===== src/rtl/coin_acceptor_encoder.sv =====
// Coin acceptor front end: sync + debounce two coin sensors and queue
// each accepted coin as a single-cycle coin_in code for the vending FSM.
module coin_acceptor_encoder #(
  parameter int DEB_CYCLES = 3,
  parameter int FIFO_DEPTH = 4
) (
  input  logic                          clk_sig,
  input  logic                          reset,
  input  logic                          sense5,
  input  logic                          sense10,
  input  logic                          hold,
  output logic [1:0]                    coin_in,
  output logic                          reject,
  output logic [$clog2(FIFO_DEPTH):0]   fifo_count
);

  localparam int PW = $clog2(FIFO_DEPTH);
  localparam int CW = PW + 1;
  localparam int DW = (DEB_CYCLES > 1) ? $clog2(DEB_CYCLES) : 1;
  localparam logic [DW-1:0] CNT_MAX = DW'(DEB_CYCLES - 1);
  localparam logic [CW-1:0] DEPTH = CW'(FIFO_DEPTH);

  // bit 0 = five-unit sensor, bit 1 = ten-unit sensor
  logic [1:0]    s1;
  logic [1:0]    s2;
  logic [1:0]    deb;
  logic [1:0]    flip;
  logic [1:0]    rise;
  logic [DW-1:0] cnt [2];

  logic [1:0]    mem [FIFO_DEPTH];
  logic [PW-1:0] wr_ptr;
  logic [PW-1:0] rd_ptr;
  logic [CW-1:0] free_slots;
  logic          pop;
  logic          push5;
  logic          push10;
  logic          drop;

  always_ff @(posedge clk_sig) begin
    if (reset) begin
      s1 <= '0;
      s2 <= '0;
    end else begin
      s1 <= {sense10, sense5};
      s2 <= s1;
    end
  end

  always_comb begin
    flip = '0;
    rise = '0;
    for (int i = 0; i < 2; i++) begin
      flip[i] = (s2[i] != deb[i]) && (cnt[i] == CNT_MAX);
      rise[i] = flip[i] & s2[i];
    end
  end

  always_ff @(posedge clk_sig) begin
    if (reset) begin
      deb <= '0;
      for (int i = 0; i < 2; i++) cnt[i] <= '0;
    end else begin
      for (int i = 0; i < 2; i++) begin
        if (s2[i] == deb[i]) begin
          cnt[i] <= '0;
        end else if (flip[i]) begin
          deb[i] <= s2[i];
          cnt[i] <= '0;
        end else begin
          cnt[i] <= cnt[i] + 1'b1;
        end
      end
    end
  end

  // Room is judged on pre-edge occupancy, so a same-edge pop frees a slot.
  always_comb begin
    pop        = !hold && (fifo_count != '0);
    free_slots = DEPTH - fifo_count + CW'(pop);
    push5      = rise[0] && (free_slots != '0);
    push10     = rise[1] && (free_slots > CW'(push5));
    drop       = (rise[0] && !push5) || (rise[1] && !push10);
  end

  always_ff @(posedge clk_sig) begin
    if (push5) mem[wr_ptr] <= 2'b01;
    if (push10) mem[wr_ptr + PW'(push5)] <= 2'b10;
  end

  always_ff @(posedge clk_sig) begin
    if (reset) begin
      wr_ptr     <= '0;
      rd_ptr     <= '0;
      fifo_count <= '0;
      coin_in    <= 2'b00;
      reject     <= 1'b0;
    end else begin
      wr_ptr     <= wr_ptr + PW'(push5) + PW'(push10);
      rd_ptr     <= rd_ptr + PW'(pop);
      fifo_count <= fifo_count + CW'(push5) + CW'(push10) - CW'(pop);
      coin_in    <= pop ? mem[rd_ptr] : 2'b00;
      reject     <= drop;
    end
  end

endmodule


===== config.mk =====
export PLATFORM = sky130hd
export DESIGN_NAME = coin_acceptor_encoder
export DESIGN_NICKNAME = d
export VERILOG_FILES = /design/src/rtl/coin_acceptor_encoder.sv
export SDC_FILE = /design/constraint.sdc
export NUM_CORES = 1
export LEC_CHECK = 0
export CAP_MARGIN = 20
export CORE_MARGIN = 2
export CORE_UTILIZATION = 55
export CTS_CLUSTER_DIAMETER = 200
export DETAILED_ROUTE_END_ITERATION = 8
export PLACE_DENSITY = 0.77
export REMOVE_ABC_BUFFERS = 1
export SKIP_LAST_GASP = 1
export SLEW_MARGIN = 20
export SYNTH_ARGS = -nofsm -noshare
export SYNTH_HDL_FRONTEND = slang
export SYNTH_SLANG_ARGS = --single-unit
export TNS_END_PERCENT = 50

===== constraint.sdc =====
create_clock -name clk_sig -period 4.8 [get_ports clk_sig]
set_clock_uncertainty 0.05 [all_clocks]
set_input_delay 0.72 -clock clk_sig [delete_from_list [all_inputs] [get_ports clk_sig]]
set_output_delay 0.72 -clock clk_sig [all_outputs]
set_load 0.005 [all_outputs]

After elaboration in Yosys (flattened, before gate mapping)
Memories as Yosys holds them, arrays and structs flattened. A register that Yosys moved wholly into a read port is not among the register bits.
Index checks and enable logic that the tools add are counted.
{"block": "word_totals", "reg_bits": 14, "ram_bits": 12, "input_bits": 5, "output_inout_bits": 6, "elab_cells": 88, "memories": 2}
{"name": "mem", "words": 4, "word_bits": 2, "rd": 1, "rd_ports_with_merged_regs": 1, "write_ports": 2, "line_no": "31", "source": "logic [1:0] mem [FIFO_DEPTH];"}
{"name": "cnt", "words": 2, "word_bits": 2, "rd": 2, "rd_ports_with_merged_regs": 0, "write_ports": 2, "line_no": "29", "source": "logic [DW-1:0] cnt [2];"}
{"block": "classes", "add_sub_neg": 10, "order_cmp": 1, "n_eq_ne": 6, "mux": 34, "bitwise_logic": 11, "n_reduce_logical": 16}
{"operator": "2-to-1 mux 1 bit", "n": 28}
{"operator": "2-to-1 mux 2 bit", "n": 6}
{"operator": "adder 3 x 1 -> 3 bit", "n": 3}
{"operator": "logical AND 1 bit", "n": 7}
{"operator": "adder 2 x 1 -> 2 bit", "n": 3}
{"operator": "bitwise OR 1 bit", "n": 6}
{"operator": "nonzero test 3 bit", "n": 2}
{"operator": "adder 2 x 1 -> 2 bit (second input constant)", "n": 2}
{"operator": "== test 2 bit (second input constant)", "n": 2}
{"operator": "AND reduction 2 bit", "n": 2}
{"operator": "greater-than comparator 3 x 1 -> 1 bit", "n": 1}
{"operator": "logical NOT 1 bit", "n": 3}
{"operator": "inverter 1 bit", "n": 3}
{"operator": "subtractor 3 x 1 -> 3 bit", "n": 1}
{"operator": "subtractor 3 bit (first input constant)", "n": 1}
{"operator": "AND 1 bit", "n": 2}
{"operator": "== test 1 bit", "n": 2}
{"operator": "inequality test 1 bit", "n": 2}
{"operator": "OR reduction 2 bit", "n": 1}
{"operator": "logical OR 1 bit", "n": 1}

Logic depth before layout (Yosys ltp)
Gate-level depths: netlist of run 1.
{"block": "logic_depth", "word_depth": 10, "mapped_depth": 16, "mapped_depth_nobuf": 16}

Worst setup path after synthesis of run 1
Ideal clock, no wire load.
{"block": "synth_path", "kind": "input -> register", "start": "input hold", "end": "register fifo_count[2]", "setup_ns": 0.128, "arrival_ns": 3.776, "required_ns": 4.622, "slack_ns": 0.847, "path_stages": 15, "n_path_buf": 0, "cell_sequence": "or2_1 > ha_1 > inv_1 > ha_1 > nor2b_1 > a21oi_1 > ha_1 > nor2_2 > o311ai_4 > inv_4 > fa_1 > fa_1 > xnor2_1 > xnor2_1 > nor2_1"}
{"block": "synth_via", "elab_chain_cells": 9, "word_cells_on_any_way": 10, "classes_between": "add/sub (4); order compare (1); reduce/logical (5)"}
{"element": "from (decl)", "line_no": "11", "source": "input logic hold,"}
{"element": "logical NOT 1 bit *", "line_no": "79", "source": "pop = !hold && (fifo_count != '0);"}
{"element": "logical AND 1 bit *", "line_no": "79"}
{"element": "adder 3 x 1 -> 3 bit", "line_no": "80", "source": "free_slots = DEPTH - fifo_count + CW'(pop);"}
{"element": "nonzero test 3 bit", "line_no": "81", "source": "push5 = rise[0] && (free_slots != '0);"}
{"element": "logical AND 1 bit", "line_no": "81"}
{"element": "greater-than comparator 3 x 1 -> 1 bit", "line_no": "82", "source": "push10 = rise[1] && (free_slots > CW'(push5));"}
{"element": "logical AND 1 bit", "line_no": "82"}
{"element": "adder 3 x 1 -> 3 bit", "line_no": "101", "source": "fifo_count <= fifo_count + CW'(push5) + CW'(push10) - CW'(pop);"}
{"element": "subtractor 3 x 1 -> 3 bit *", "line_no": "101"}
{"element": "to (signal assigned)", "line_no": "101"}
{"element": "to (decl)", "line_no": "14", "source": "output logic [$clog2(FIFO_DEPTH):0] fifo_count"}
Mark *: on every way between the ends. The rest lies on a longest branch, timed or not.
A chain may end at the register's enable or synchronous reset.

Final worst setup path of run 1
Ends and elaborated chain as after synthesis.

==> impl_results.md, run 1 <==
- Core Util, Final: between 60% and 70%
- Commonest non-fill, non-tap cell in the layout: dfxtp_1
- DRC Markers: 0
- Post-DP HPWL: between 1.5 and 2 mm
- Routed wire length: roughly 2.1 mm
- Post-Place Setup Slack: 0.0860 ns
- Peak VDD IR: between 0.2 and 0.3 mV
- Site Rows: 17
- Worst-path clk slew: about 0.15 ns
- CTS Hold Bufs: 0
- Largest net degree at the start of global routing: 19
- FILL cells: ~180
- Reg-to-reg slack, setup: 0.63 ns
- Initial DRC count: 22
- Hold Vio Cnt, Final: 0
- CP Data Arrival Time: between 4 and 5 ns
- CP endpoint kind: flop
- CP required: about 5.0 ns
- Kind of critical path: in -> reg
- Asr flop ratio synth: 0%
- Main flop type after synthesis: dfxtp_1
- GRT Overall Usage: around 18%
- Worst-Margin Slew: approximately 0.63 ns
- Max Slew Vio Count: 0
- Post-synth EDFFs: 4
- CTS root buf: clkbuf_4
- Worst setup margin: roughly 0.41 ns
- Core area: ~2200 µm²
- Status: complete, no violations
- Fmax: approximately 0.23 GHz
- Die Wd: roughly 53 µm
- CTS Buffer Depth: 2
- Wire per inst: around 13 µm
- CTS tree: built
- DR vias: 891
- Slew headroom: just under 60%
- Cells after synthesis: 120
- Port Buffers: 10
- Setup-failing EPs final: 0
- Unique masters post-synth: 36
- GPL Wtd Cong: approximately 0.73
- Area delta synth->final: 14.2%
- Setup_tns: 0 ns
- Power per cell area: about 490 nW/µm²
- Crit Path Max Fanout: 6
- RSZ-0062 raised after global routing: false
- Sequential area share after synthesis: a little under half
- Num Clock Sinks: 28
- Grt total ovfl: 0
- Initial antenna violation count: 0
- Tcrit/Tclk final: around 91%
- Die Area: ~2800 µm²
- Max Cap Violations: 0
- Post-Syn Area: approximately 1300 µm²
- Antenna diodes: 0
- Final ANT Viol Nets: 0
- Hold WC Path Type: reg -> reg
- Vias in the first global route: a little under 900
- Skew-Pair Late Insertion Delay: between 0.3 and 0.4 ns
- Synthesized area per cell: 10.9 µm²
- Crit start category: input port
- Initial core utilization: 58.8%
- Nets: ~150
- DIE HEIGHT: 52.9 µm
- #FFs+latches synth: 28
- First-pass GRT wire length: 3.68 mm
- Vias/cell: 5.47
- Share of cells above drive strength 1: around 7.4%
- Resize count post-CTS: 0
- Synthesis Warnings: 0
- I/O Pins: 11
- H-Tree Depth: 1
- Leak: ~0.6 nW
- Post-layout min period: ~4.4 ns
- Cts bufs inserted: 3
- Most frequent cells in the layout: dfxtp_1, inv_1, nor2b_1, nor2_1, clkdlybuf4s50_1
- Drt pass-1 iters: 4
- Setup Buffers After CTS: 0
-- where the power goes --
group          leakage [nW]  total (mW)  internal, mW  switching [mW]
sequential            0.238       0.311         0.276          0.0343
clock                0.0261       0.132        0.0637          0.0686
combinational         0.334       0.294         0.143           0.151
-- cells by family (layout without fill, tap and decap cells) --
| logic type | Yosys count | count (layout) | synth area share [%] |
|---|---|---|---|
| multiplexers | 4 | 4 | 4.96 |
| AO/OA/AOI/OAI | 16 | 16 | 11.3 |
| AND/OR/NAND/NOR | 36 | 36 | 15.5 |
| other | 1 | 4 | 0.286 |
| XOR/XNOR | 9 | 9 | 6.01 |
| buffers and inverters | 15 | 27 | 4.48 |
| flip-flops | 28 | 28 | 45.8 |
| adder cells (fa/ha/maj) | 11 | 11 | 11.6 |
-- critical path, stage by stage --
cell	delay, ns
clkdlybuf4s50_1	0.39
or2_1	0.29
ha_1	0.20
inv_1	0.05
ha_1	0.27
nor2b_1	0.35
a21oi_1	0.21
ha_1	0.35
nor2_2	0.05
o311ai_4	0.34
inv_4	0.10
fa_1	0.42
fa_1	0.40
xnor2_1	0.20
xnor2_1	0.14
nor2_1	0.06
-- stage by stage --
stage	hold WS, ns	cell area, µm²	std cells	power [mW]
2_1_floorplan	0.364	1320	121	0.525
3_3_place_gp	0.369	1450	159	0.590
3_5_place_dp	0.380	1450	159	0.610
4_1_cts	0.409	1500	163	0.742
5_1_grt	0.418	1500	163	0.792
6_report	0.406	1500	163	0.736
-- synth_stat cells, types with 4 or more instances --
cell	number	area share, %
ha_1	9	8.6
nor2_1	10	2.9
inv_1	12	3.4
dfxtp_1	24	37
edfxtp_1	4	9.2
xnor2_1	7	4.7
nor2b_1	11	5.2
-- final cells by class --
class	instances	area (µm²)	share of cell area (%)
flip-flops and latches	28	601	40.1
inverters	13	51.3	3.42
repair buffers	10	100	6.68
well taps	28	35.0	2.34
multi-input cells	80	664	44.3
clock buffers	4	47.5	3.17
-- flip-flops by register name, summed over array words and instances, names as in the netlist --
signal / cells
cnt: 4
coin_in: 2
deb: 2
fifo_count: 3
mem: 8
rd_ptr: 2
reject: 1
s1: 2
s2: 2
wr_ptr: 2
-- routing by layer --
| layer | global-route usage [%] | up-vias | routed length [µm] |
|---|---|---|---|
| li1 | - | 445 | - |
| met1 | 21.4 | 414 | 954 |
| met2 | 32.9 | 23 | 1060 |
| met3 | 3.39 | 9 | 70 |
| met4 | 7.69 | 0 | 54 |
| met5 | 0 | - | 0 |
-- final timing paths --
path              endpoint  depth (start not counted)          start
max          fifo_count[2]                         16           hold
max reg2reg  fifo_count[2]                         16  fifo_count[2]
min                  s2[1]                          1          s1[1]
min reg2reg          s2[1]                          1          s1[1]
Power figures use the tool's default switching activity.
==> run 2: changes to the inputs <==
--- a/config.mk
+++ b/config.mk
@@ -7,10 +7,10 @@
 export LEC_CHECK = 0
 export CAP_MARGIN = 20
 export CORE_MARGIN = 2
-export CORE_UTILIZATION = 55
+export CORE_UTILIZATION = 40
 export CTS_CLUSTER_DIAMETER = 200
 export DETAILED_ROUTE_END_ITERATION = 8
-export PLACE_DENSITY = 0.77
+export PLACE_DENSITY = 0.6
 export REMOVE_ABC_BUFFERS = 1
 export SKIP_LAST_GASP = 1
 export SLEW_MARGIN = 20
==> constraint.sdc (replaced) <==
create_clock -name clk_sig -period 5.4 [get_ports clk_sig]
set_clock_uncertainty 0.05 [all_clocks]
set_input_delay 0.81 -clock clk_sig [delete_from_list [all_inputs] [get_ports clk_sig]]
set_output_delay 0.81 -clock clk_sig [all_outputs]
set_load 0.005 [all_outputs]
==> impl_results.md, run 2 (same netlist as run 1, synthesis figures left out) <==
- Status: complete, no violations
- Max Cap Violations: 0 (unchanged)
- Final instance area: 1510 µm² (+0.58%)
- DIE HEIGHT: 61.3 µm (+16%)
- Num Clock Sinks: 28 (unchanged)
- Setup Buffers After CTS: 0 (unchanged)
- Cts bufs inserted: 3 (unchanged)
- Setup_tns: 0 ns (unchanged)
- Worst-path clk slew: 0.15 ns (about the same)
- Hold WC Path Type: reg -> reg
- Grt total ovfl: 0 (unchanged)
- Largest net degree at the start of global routing: 19 (unchanged)
- Core area: 3080 µm² (+38%)
- Skew-Pair Late Insertion Delay: 0.33 ns (about the same)
- Die Wd: 61.3 µm (+16%)
- Share of cells above drive strength 1: 7.41% (unchanged)
- Die Area: 3760 µm² (+34%)
- Vias/cell: 4.83 (-12%)
- CP Data Arrival Time: 4.61 ns (+0.06 ns)
- Hold Vio Cnt, Final: 0 (unchanged)
- Post-layout min period: 4.44 ns
- DRC Markers: 0 (unchanged)
- GRT Overall Usage: 13.0% (-5.5 points)
- Setup-failing EPs final: 0 (unchanged)
- Initial DRC count: 20 (-9.1%)
- CTS tree: built
- Most frequent cells in the layout: dfxtp_1, inv_1, nor2b_1, nor2_1, clkdlybuf4s50_1
- Site Rows: 20 (+3)
- Initial antenna violation count: 0 (unchanged)
- CTS Hold Bufs: 0 (unchanged)
- Max FFs per register: 8 (unchanged)
- Nets: 152 (unchanged)
- CP endpoint kind: flop
- DR vias: 865 (-2.9%)
- CTS Buffer Depth: 2 (unchanged)
- Regs by FF count: mem (8), cnt (4), fifo_count (3)
- Crit Path Max Fanout: 6 (unchanged)
- Reg with most FFs: mem
- Leak: 0.593 nW (-0.86%)
- H-Tree Depth: 1 (unchanged)
- Crit start category: input port
- Drt pass-1 iters: 2 (-2)
- Fmax: 0.225 GHz
- Routed wire length: 2.14 mm (+0.28%)
- Port Buffers: 10 (unchanged)
- I/O Pins: 11 (unchanged)
- Peak VDD IR: 0.112 mV (-56%)
- CTS root buf: clkbuf_4
- Post-DP HPWL: 1.63 mm (-4.0%)
- Resize count post-CTS: 0 (unchanged)
- Slew headroom: 55.3% (-2.7 points)
- Tcrit/Tclk final: between 80 and 90%
- Final ANT Viol Nets: 0 (unchanged)
- Area delta synth->final: 14.9%
- Cells on Worst Hold Path: 1 (unchanged)
- R2R depth: 16 (unchanged)
- Initial core utilization: 42.6% (-16 points)
- RSZ-0062 raised after global routing: false
- Vias in the first global route: 832 (-4.1%)
- First-pass GRT wire length: 3.51 mm (-4.9%)
- Placed cell area: 1470 µm² (+1.4%)
- Power per cell area: 420 nW/µm² (-15%)
- Antenna diodes: 0 (unchanged)
- Kind of critical path: in -> reg
- Worst-Margin Slew: 0.668 ns (+0.0397 ns)
- GPL Wtd Cong: 0.732 (+0.80%)
- FILL cells: 293 (+66%)
- Max Slew Vio Count: 0 (unchanged)
- Wire per inst: 12.0 µm (-8.7%)
- CP required: 5.57 ns (+0.61 ns)
- Commonest non-fill, non-tap cell in the layout: dfxtp_1
run 2: cell counts in the layout (fill, tap and decap cells not counted):
Identical to the previous run, type by type.
run 2: stage by stage:
stage	hold WS (ns)	power, mW	setup slack (ns)	std cells	util, %
2_1_floorplan	0.364	0.467	1.37	121	-
3_3_place_gp	0.366	0.527	0.691	175	47.8
3_5_place_dp	0.375	0.541	0.560	175	47.8
4_1_cts	0.408	0.643	0.944	179	49.0
5_1_grt	0.429	0.683	0.745	179	49.0
6_report	0.402	0.633	0.957	179	49.0
run 2: report_power, final:
part	switching [mW]	internal, mW
Combinational	0.128	0.126
Clock	0.0602	0.0413
Sequential	0.0311	0.246
run 2: layer usage:
layer / track usage [%] / vias up / wire (µm)
met3: 2.52 / 6 / 65
met5: 0 / - / 0
li1: - / 443 / -
met2: 22.3 / 13 / 1000
met1: 15.3 / 403 / 1030
met4: 6.52 / 0 / 38
run 2: layout make-up:
cell class | instances | area, µm² | area share (%)
Timing Repair Buffer | 10 | 100 | 6.64
Sequential cell | 28 | 601 | 39.8
Multi-Input combinational cell | 80 | 664 | 44.1
Clock buffer | 4 | 36.3 | 2.41
Inverter | 13 | 51.3 | 3.40
Tap cell | 44 | 55.1 | 3.65
run 2: final timing paths:
check	endpoint	start	slack [ns]
max	fifo_count[2]	hold	0.96
min	s2[1]	s1[1]	0.40
max reg2reg	fifo_count[2]	fifo_count[2]	1.29
min reg2reg	s2[1]	s1[1]	0.40
run 2: worst max-delay path, stage by stage:
cell and delay, ns:
clkdlybuf4s50_1 0.39, or2_1 0.28, ha_1 0.20, inv_1 0.06, ha_1 0.26, nor2b_1 0.35
a21oi_1 0.20, ha_1 0.34, nor2_2 0.05, o311ai_4 0.37, inv_4 0.11, fa_1 0.43
fa_1 0.39, xnor2_1 0.19, xnor2_1 0.14, nor2_1 0.05
==> run 3: changes to the inputs <==
==> constraint.sdc (replaced) <==
create_clock -name clk_sig -period 4.1 [get_ports clk_sig]
set_clock_uncertainty 0.05 [all_clocks]
set_input_delay 0.615 -clock clk_sig [delete_from_list [all_inputs] [get_ports clk_sig]]
set_output_delay 0.615 -clock clk_sig [all_outputs]
set_load 0.005 [all_outputs]
==> impl_results.md, run 3 (same netlist as run 1, synthesis figures left out) <==
- Status: complete, no violations
- Regs by FF count: mem (8), cnt (4), fifo_count (3)
- Grt total ovfl: 0 (unchanged)
- Post-DP HPWL: 1.63 mm (-0.15%)
- Slew headroom: 55.5% (+0.22 points)
- First-pass GRT wire length: 3.93 mm (+12%)
- Hold Vio Cnt, Final: 0 (unchanged)
- DIE HEIGHT: 61.3 µm (unchanged)
- Reg with most FFs: mem
- Initial DRC count: 19 (-5.0%)
- CTS tree: built
- Routed wire length: 2.10 mm (-2.0%)
- Largest net degree at the start of global routing: 19 (unchanged)
- Kind of critical path: in -> reg
- Commonest non-fill, non-tap cell in the layout: dfxtp_1
- Vias in the first global route: 883 (+6.1%)
- Multi-input gate area: 664 µm² (unchanged)
- Site Rows: 20 (unchanged)
- CTS root buf: clkbuf_4
- Resize count post-CTS: 0 (unchanged)
- Peak VDD IR: 0.223 mV (+99%)
- Drt pass-1 iters: 2 (unchanged)
- Vias/cell: 4.86 (+0.67%)
- Core area: 3080 µm² (unchanged)
- CTS Buffer Depth: 2 (unchanged)
- CP endpoint kind: flop
- GRT Overall Usage: 14.2% (+1.3 points)
- Initial antenna violation count: 0 (unchanged)
- Most frequent cells in the layout: dfxtp_1, inv_1, nor2b_1, nor2_1, clkdlybuf4s50_1
- Num Clock Sinks: 28 (unchanged)
- Initial core utilization: 42.6% (unchanged)
- Leak: 0.620 nW (+4.6%)
- DR vias: 900 (+4.0%)
- I/O Pins: 11 (unchanged)
- Worst-Margin Slew: 0.665 ns (-0.00325 ns)
- Power per cell area: 559 nW/µm² (+33%)
- Crit Path Max Fanout: 2 (-4)
- Worst-path clk slew: 0.14 ns (about the same)
- Port Buffers: 10 (unchanged)
- WHS: 0.408 ns (+0.00589 ns)
- Skew-Pair Late Insertion Delay: 0.32 ns (about the same)
- GPL Wtd Cong: 0.749 (+2.4%)
- Die Wd: 61.3 µm (unchanged)
- CP required: 4.26 ns (-1.31 ns)
- Setup-failing EPs final: 0 (unchanged)
- Cts bufs inserted: 3 (unchanged)
- Area delta synth->final: 17.8%
- Die Area: 3760 µm² (unchanged)
- Antenna diodes: 0 (unchanged)
- Sequential Area: 601 µm² (unchanged)
- Hold WC Path Type: reg -> reg
- RSZ-0062 raised after global routing: false
- Fmax: ~0.27 GHz
- Share of cells above drive strength 1: 11.3% (+3.9 points)
- Cells after DPL: 182 (+4.0%)
- CP Data Arrival Time: 3.89 ns (-0.72 ns)
- Max Slew Vio Count: 0 (unchanged)
- Wire per inst: 11.3 µm (-5.2%)
- Max FFs per register: 8 (unchanged)
- Tcrit/Tclk final: roughly 90%
- FILL cells: 294 (+0.34%)
- Overall power: 0.864 mW (+37%)
- CTS Hold Bufs: 0 (unchanged)
- Core Util, Final: 50.2% (+1.3 points)
- Setup Buffers After CTS: 0 (unchanged)
- Final ANT Viol Nets: 0 (unchanged)
- DRC Markers: 0 (unchanged)
- Final cell count without fillers: 185 (+3.4%)
- H-Tree Depth: 1 (unchanged)
- Nets: 159 (+4.6%)
- Post-layout min period: around 3.7 ns
- Crit start category: input port
- Setup_tns: 0 ns (unchanged)
- Max Cap Violations: 0 (unchanged)
## run 3: changes by cell type in the layout (fill, tap and decap cells not counted), sizes merged
cell	previous run	this run
buf	0	7
clkbuf	4	3
## run 3: report_power, final
| part | internal, mW | switching, mW |
|---|---|---|
| logic | 0.213 | 0.178 |
| registers | 0.323 | 0.0390 |
| clock network | 0.0344 | 0.0764 |
## run 3: path summary, 6_finish.rpt
path,slack (ns),startpoint,cells after the start,endpoint
worst min register to register,0.41,s1[1],1,s2[1]
worst min-delay path,0.41,s1[1],1,s2[1]
worst max register to register,0.51,fifo_count[2],16,fifo_count[2]
worst max-delay path,0.36,hold,16,fifo_count[2]
## run 3: stage by stage
step	setup WS (ns)	area, µm²
finish	0.363	1550
global route	0.134	1550
CTS	0.337	1550
detailed placement	0.0217	1520
global placement	0.0599	1520
floorplan	0.265	1320
## run 3: layout make-up
cell class,instances,area share [%]
inverters,13,3.32
flip-flops and latches,28,38.8
clock buffers,3,1.46
well taps,44,3.56
multi-input cells,80,43.0
repair buffers,17,9.87
## run 3: critical path, cell delays in order
cell and delay (ns):
clkdlybuf4s50_1 0.39, or2_1 0.25, ha_1 0.19, inv_1 0.05
ha_1 0.23, nor2b_1 0.16, a21oi_1 0.11, ha_1 0.30
nor2_2 0.05, o311ai_4 0.28, inv_4 0.06, fa_1 0.42
fa_1 0.40, xnor2_1 0.20, xnor2_1 0.14, nor2_1 0.05
## run 3: metal layers
| layer | global-route usage (%) | share of wire (%) | up-vias |
|---|---|---|---|
| met2 | 23.9 | 48 | 12 |
| met4 | 3.73 | 0.71 | 0 |
| li1 | - | - | 459 |
| met1 | 17.3 | 48 | 427 |
| met5 | 0 | 0 | - |
| met3 | 5.04 | 3.9 | 2 |
